==> src/rtl/bias_stream_pkg.sv <==
// Shared types and default sizing for the bias streamer and its store.
package bias_stream_pkg;

    localparam int DEFAULT_DEPTH = 64;
    localparam int DEFAULT_WIDTH = 16;

    typedef enum logic [1:0] {
        ST_IDLE   = 2'd0,
        ST_CLEAR  = 2'd1,
        ST_STREAM = 2'd2,
        ST_DONE   = 2'd3
    } state_e;

endpackage

==> src/rtl/bias_regfile.sv <==
// Bias word store: DEPTH x WIDTH, one synchronous write port,
// one combinational read port, whole array cleared by reset.
module bias_regfile
    import bias_stream_pkg::*;
#(
    parameter int DEPTH = DEFAULT_DEPTH,
    parameter int WIDTH = DEFAULT_WIDTH,
    localparam int AW = $clog2(DEPTH)
) (
    input  logic             clk,
    input  logic             bias_rst,
    input  logic             wr_en,
    input  logic [AW-1:0]    wr_addr,
    input  logic [WIDTH-1:0] wr_data,
    input  logic [AW-1:0]    rd_addr,
    output logic [WIDTH-1:0] rd_data
);

    logic [WIDTH-1:0] mem_q [DEPTH];
    logic [WIDTH-1:0] mem_d [DEPTH];

    // Next array contents: unchanged except for the addressed word on a write.
    always_comb begin
        mem_d = mem_q;
        if (wr_en) begin
            mem_d[wr_addr] = wr_data;
        end
    end

    // Array register; reset wipes every entry so a fresh block streams zeros.
    always_ff @(posedge clk or posedge bias_rst) begin
        if (bias_rst) begin
            for (int i = 0; i < DEPTH; i++) begin
                mem_q[i] <= '0;
            end
        end else begin
            mem_q <= mem_d;
        end
    end

    assign rd_data = mem_q[rd_addr];

endmodule

==> src/rtl/bias_streamer.sv <==
// Streams one block of DEPTH bias words to a receiver on request.
// A block is: one buf_clr pulse, DEPTH bias_en strobes (stretched by
// hold), then a one-cycle done pulse. Host writes are only accepted
// while idle; writes arriving mid-block are dropped and flagged.
module bias_streamer
    import bias_stream_pkg::*;
#(
    parameter int DEPTH   = DEFAULT_DEPTH,
    parameter int WIDTH   = DEFAULT_WIDTH,
    parameter int REVERSE = 0,
    localparam int AW = $clog2(DEPTH),
    localparam int CW = AW + 1
) (
    input  logic             clk,
    input  logic             bias_rst,
    input  logic             wr_en,
    input  logic [AW-1:0]    wr_addr,
    input  logic [WIDTH-1:0] wr_data,
    input  logic             start,
    input  logic             hold,
    output logic             buf_clr,
    output logic             bias_en,
    output logic [WIDTH-1:0] bias_out,
    output logic             busy,
    output logic             done,
    output logic             wr_drop
);

    state_e           state_q, state_d;
    logic [CW-1:0]    cnt_q, cnt_d;
    logic             buf_clr_q, buf_clr_d;
    logic             bias_en_q, bias_en_d;
    logic [WIDTH-1:0] bias_out_q, bias_out_d;
    logic             busy_q, busy_d;
    logic             done_q, done_d;
    logic             wr_drop_q, wr_drop_d;

    logic             store_we;
    logic [AW-1:0]    rd_addr;
    logic [WIDTH-1:0] rd_data;

    assign store_we = wr_en && (state_q == ST_IDLE);

    // Word counter maps to a store address, mirrored when streaming top-down.
    always_comb begin
        if (REVERSE != 0) begin
            rd_addr = AW'(DEPTH - 1) - cnt_q[AW-1:0];
        end else begin
            rd_addr = cnt_q[AW-1:0];
        end
    end

    bias_regfile #(
        .DEPTH (DEPTH),
        .WIDTH (WIDTH)
    ) u_store (
        .clk      (clk),
        .bias_rst (bias_rst),
        .wr_en    (store_we),
        .wr_addr  (wr_addr),
        .wr_data  (wr_data),
        .rd_addr  (rd_addr),
        .rd_data  (rd_data)
    );

    // Next state and next registered outputs; bias_out is zeroed on the way into IDLE/CLEAR.
    always_comb begin
        state_d    = state_q;
        cnt_d      = cnt_q;
        buf_clr_d  = 1'b0;
        bias_en_d  = 1'b0;
        bias_out_d = bias_out_q;
        done_d     = 1'b0;
        wr_drop_d  = wr_en && (state_q != ST_IDLE);
        case (state_q)
            ST_IDLE: begin
                bias_out_d = '0;
                if (start) begin
                    state_d = ST_CLEAR;
                end
            end
            ST_CLEAR: begin
                buf_clr_d  = 1'b1;
                cnt_d      = '0;
                bias_out_d = '0;
                state_d    = ST_STREAM;
            end
            ST_STREAM: begin
                if (!hold) begin
                    bias_en_d  = 1'b1;
                    bias_out_d = rd_data;
                    cnt_d      = cnt_q + 1'b1;
                    if (cnt_q == CW'(DEPTH - 1)) begin
                        state_d = ST_DONE;
                    end
                end
            end
            ST_DONE: begin
                done_d     = 1'b1;
                bias_out_d = '0;
                state_d    = ST_IDLE;
            end
            default: begin
                state_d = ST_IDLE;
            end
        endcase
        busy_d = (state_d != ST_IDLE);
    end

    // State, counter and output registers; reset aborts any block in flight.
    always_ff @(posedge clk or posedge bias_rst) begin
        if (bias_rst) begin
            state_q    <= ST_IDLE;
            cnt_q      <= '0;
            buf_clr_q  <= 1'b0;
            bias_en_q  <= 1'b0;
            bias_out_q <= '0;
            busy_q     <= 1'b0;
            done_q     <= 1'b0;
            wr_drop_q  <= 1'b0;
        end else begin
            state_q    <= state_d;
            cnt_q      <= cnt_d;
            buf_clr_q  <= buf_clr_d;
            bias_en_q  <= bias_en_d;
            bias_out_q <= bias_out_d;
            busy_q     <= busy_d;
            done_q     <= done_d;
            wr_drop_q  <= wr_drop_d;
        end
    end

    assign buf_clr  = buf_clr_q;
    assign bias_en  = bias_en_q;
    assign bias_out = bias_out_q;
    assign busy     = busy_q;
    assign done     = done_q;
    assign wr_drop  = wr_drop_q;

endmodule

==> config.mk <==
export PLATFORM = sky130hd
export DESIGN_NAME = bias_streamer
export DESIGN_NICKNAME = d
export VERILOG_FILES = /design/src/rtl/bias_stream_pkg.sv /design/src/rtl/bias_regfile.sv /design/src/rtl/bias_streamer.sv
export SDC_FILE = /design/constraint.sdc
export NUM_CORES = 2
export LEC_CHECK = 0
export BUFFER_PORTS_ARGS = -buffer_cell sky130_fd_sc_hd__buf_4
export CAP_MARGIN = 10
export CORE_AREA = 5 5 289 291
export CTS_CLUSTER_DIAMETER = 200
export DETAILED_ROUTE_END_ITERATION = 8
export DIE_AREA = 0 0 294 296
export GPL_TIMING_DRIVEN = 0
export PLACE_DENSITY = 0.85
export SYNTH_ARGS = -nofsm -noshare
export SYNTH_HDL_FRONTEND = slang
export SYNTH_SLANG_ARGS = --single-unit
==> constraint.sdc <==
create_clock -name clk -period 45.5 [get_ports clk]
set_clock_uncertainty 0.2 [all_clocks]
set_input_delay 9.1 -clock clk [delete_from_list [all_inputs] [get_ports clk]]
set_output_delay 9.1 -clock clk [all_outputs]
set_load 0.01 [all_outputs]
==> qor.tcl <==
set qor(status) {finished clean}
set qor(synth_compound_gate_area_share_pct) 3.79
set qor(number_of_nets_in_the_layout) 3361
set qor(period_needed_ns) 11.52
set qor(pre_cts_slack_ns) 33.39
set qor(detail-route-antenna-nets) 0
set qor(critPathArrivalTime_ns) 11.87
set qor(reg2reg_depth) 7
set qor(drive_above_1_share_pct) 45.5
set qor(worst_slew_pin_slew_ns) 1.39
set qor(synth-edff-count) 0
set qor(regToRegStartpoint) {cnt_q[2]}
set qor(iteration_0_drc_count_of_the_detailed_router) 3570
set qor(hold_path_class) {flop to flop}
set qor(cp-startpoint) {wr_addr[2]}
set qor(timing.critical_path.max_delay_family) {simple AND/OR/NAND/NOR gates}
set qor(critPathCaptureType) {flop}
set qor(dr.max_layer_used) {met5}
set qor(net-switching-power_uw) 778
set qor(power_frac_clock_pct) 34.4
set qor(powerDensity_nw_per_um2) 49.3
set qor(final_hpwl_dp_um) 104000
set qor(die-height_um) 296
set qor(clock_sinks) 1054
set qor(antenna_found_initial) 3
set qor(yosys.area_share.simple_pct) 1.74
set qor(synth.yosys.seq_area_share_pct) 55.0
set qor(ys_dominant_reg_cell) {sky130_fd_sc_hd__dfrtp_1}
set qor(seqPwrFrac_pct) 43.5
set qor(globalplace.congestion) 1.01
set qor(gr-total-overflow) 0
set qor(worstPathRequired_ns) 45.85
set qor(hold_buffers) 0
set qor(drc_errors) 0
set qor(muxShareOfSynthArea_pct) 36.4
set qor(setup_viol) 0
set qor(route.vias.total) 30800
set qor(finish.instance_area_um2) 53500
set qor(final_util_pct) 66.7
set qor(synthXorXnorAreaFrac_pct) 0
set qor(mappedNetlistArea_um2) 47900
set qor(number_of_hold_slack_violations_in_the_final_timing_report) 0
set qor(finalPower_mw) 2.64
set qor(placedInstanceArea_um2) 49800
set qor(routed-wl-met3_um) 16800
set qor(irDropWorstVdd_v) 0.0000370
set qor(clockRootBuffer) {sky130_fd_sc_hd__clkbuf_16}
set qor(route.detailed.vias_per_inst) 6.89
set qor(post_synth_most_frequent_cells) {1054 x sky130_fd_sc_hd__dfrtp_1, 1027 x sky130_fd_sc_hd__mux2_2, 190 x sky130_fd_sc_hd__mux2i_1}
set qor(synthDominantCellAreaShare_pct) 55.0
set qor(post_route_m1_wl_um) 55000
set qor(worst_setup_path_start_kind) {input pin}
set qor(switching_share_pct) 29.5
set qor(crit_type) {input pin to flop}
set qor(crit-reg2reg-capture) {bias_out[8]}
set qor(unique_masters_post_synth) 44
set qor(die_ar_um2) 87000
set qor(timing.final.crit_share_pct) 25.3
set qor(power_leakage_nw) 25.3
set qor(cp-endpoint) {u_store.mem_q[244]}
set qor(post-route-worst-setup-slack_ns) 33.98
set qor(synth_top_family_by_area) {multiplexers}
set qor(finalWirelength_um) 149000
set qor(port-buffer-count) 29
set qor(synth_adder_area_share_pct) 0.157
set qor(timing.critical_path.slowest_stage_cell) {sky130_fd_sc_hd__nor4_4}
set qor(setup_total_negative_slack_ns) 0
set qor(dieWidth_um) 294
set qor(tritoncts.num_buffers) 103
set qor(combinational_power_share_pct) 22.1
set qor(cts.htree.levels) 3
set qor(global_route_wire_length_before_repair_um) 219000
set qor(synth.yosys.warnings) 0
set qor(detailedRoute.firstPassIterationCount) 8
set qor(post_cts_resized) 0
set qor(power_report.internal_total_mw) 1.86
set qor(first_global_vias) 32600
set qor(worstHoldStart) {u_store.mem_q[343]}
set qor(critPathMaxStageDelay_ns) 0.81
set qor(finalMaxSlewViolations) 0
set qor(timing.critical_path.buf_inv) 2
set qor(placementRows) 104
set qor(total_nets_after_synthesis) 3209
set qor(cts-root-to-sink-buffers) 3
set qor(detail_route.wl_per_cell_um) 33.4
set qor(grtUsageTotal_pct) 34.5
set qor(postCtsSetupRepairBufs) 0
set qor(crit_path_frequent_cell) {sky130_fd_sc_hd__clkbuf_1}
set qor(design.core.area_um2) 80300
set qor(max_clock_freq_ghz) 0.0868
set qor(worst-path-max-fanout) 10
set qor(ys_top_cells_by_area) {sky130_fd_sc_hd__dfrtp_1 55%, sky130_fd_sc_hd__mux2_2 24%, sky130_fd_sc_hd__mux4_2 8.3%, sky130_fd_sc_hd__mux2i_1 4.0%, sky130_fd_sc_hd__clkbuf_1 1.3%}
set qor(synth_most_common_cell) {sky130_fd_sc_hd__dfrtp_1}
set qor(synth_async_sr_flop_share_pct) 100
set qor(rsz0062_at_grt) {no}
set qor(syn-instance-count) 3176
set qor(critical_path.cell_chain) {clkbuf_1 > nor4_4 > nand2_1 > clkbuf_1 > mux2_2}
set qor(timing.max_cap.violations) 0
set qor(tritoncts) {done}
set qor(clock_latency_ns) 0.69
set qor(relSlewSlack_pct) 7.25
set qor(areaGrowthSynthToFinish_pct) 11.7
set qor(worstSetupPathDepth) 5
set qor(grt_start_max_net_pins) 128
set qor(synth.ff_latch_count) 1054
set qor(reg2reg_setup_slack_ns) 41.35
set qor(boundaryPins) 48
set qor(detailroute.wirelength.met2_um) 64100
set qor(synthDominantAreaCellType) {sky130_fd_sc_hd__dfrtp_1}
set qor(clk_pin_slew_ns) 0.06
set qor(initial_utilization_pct) 59.7
set qor(syn_avg_cell_area_um2) 15.1
[power groups by stage]
stage | logic, mW | clock network, mW | registers [mW]
global route | 0.604 | 0.947 | 1.16
global placement | 0.542 | 0 | 1.16
finish | 0.583 | 0.908 | 1.15
floorplan | 0.375 | 0 | 1.14
detailed placement | 0.561 | 0 | 1.16
CTS | 0.566 | 0.907 | 1.14
[worst min path at each step]
stage,to,cells past startpoint
5_1_grt,u_store.mem_q[151],1
2_1_floorplan,u_store.mem_q[106],1
6_report,u_store.mem_q[343],1
3_5_place_dp,u_store.mem_q[893],1
4_1_cts,u_store.mem_q[660],1
3_3_place_gp,u_store.mem_q[1006],1
[kinds of logic after synthesis]
kind of cell | after synthesis
multiplexers | 1394
flip-flops | 1054
buffers and inverters | 304
AO/OA/AOI/OAI | 250
AND/OR/NAND/NOR | 168
adder cells (fa/ha/maj) | 6
[layout by cell type (no fill, tap or decap), drive strengths merged, types with 6 or more instances in the layout]
cell type and instances:
bufinv 10, a221o 16, ha 6, and2 19
a211oi 31, a221oi 16, o221ai 63, nand2 54
clkbuf 320, clkinv 22, mux2i 190, a21oi 65
a21o 15, mux2 1027, nand3 7, buf 177
dfrtp 1054, inv 9, nor2 54, mux4 177
o21ai 22, a2bb2oi 15, nand2b 6
[worst register-to-register path, delay by kind of cell (launching register included)]
| family | cells | cell delay, ns |
|---|---|---|
| AO/OA/AOI/OAI | 3 | 1.21 |
| buffers and inverters | 3 | 1.99 |
| flip-flops | 1 | 0.52 |
| AND/OR/NAND/NOR | 1 | 0.17 |
[metal layers]
layer | vias to the layer above | GRT usage [%]
li1 | 12100 | -
met1 | 16300 | 44.7
met2 | 1890 | 49.5
met3 | 582 | 11.5
met4 | 2 | 23.8
met5 | - | 0
[sequential cells by signal (all words and copies together), names as in the netlist]
| signal | cells |
|---|---|
| bias_en | 1 |
| wr_drop | 1 |
| bias_out | 16 |
| cnt_q | 7 |
| busy | 1 |
| u_store.mem_q | 1024 |
| state_q | 2 |
| done | 1 |
| buf_clr | 1 |
[final cells by class]
type | instances | area [um^2]
Inverter | 6 | 30.0
Antenna cell | 2 | 5.00
Sequential cell | 1054 | 26400
Tap cell | 1060 | 1330
Clock inverter | 38 | 474
Fill cell | 5379 | 26800
Buffer | 298 | 1360
Clock buffer | 152 | 3140
Multi-Input combinational cell | 1818 | 20200
Timing Repair Buffer | 47 | 638
[metrics by stage]
step	instances	hold slack, ns
finish	4475	0.301
global route	4473	0.308
CTS	4469	0.303
detailed placement	4279	0.288
global placement	4265	0.282
floorplan	3176	0.274
Note: power is estimated with default switching activity, not from simulation.
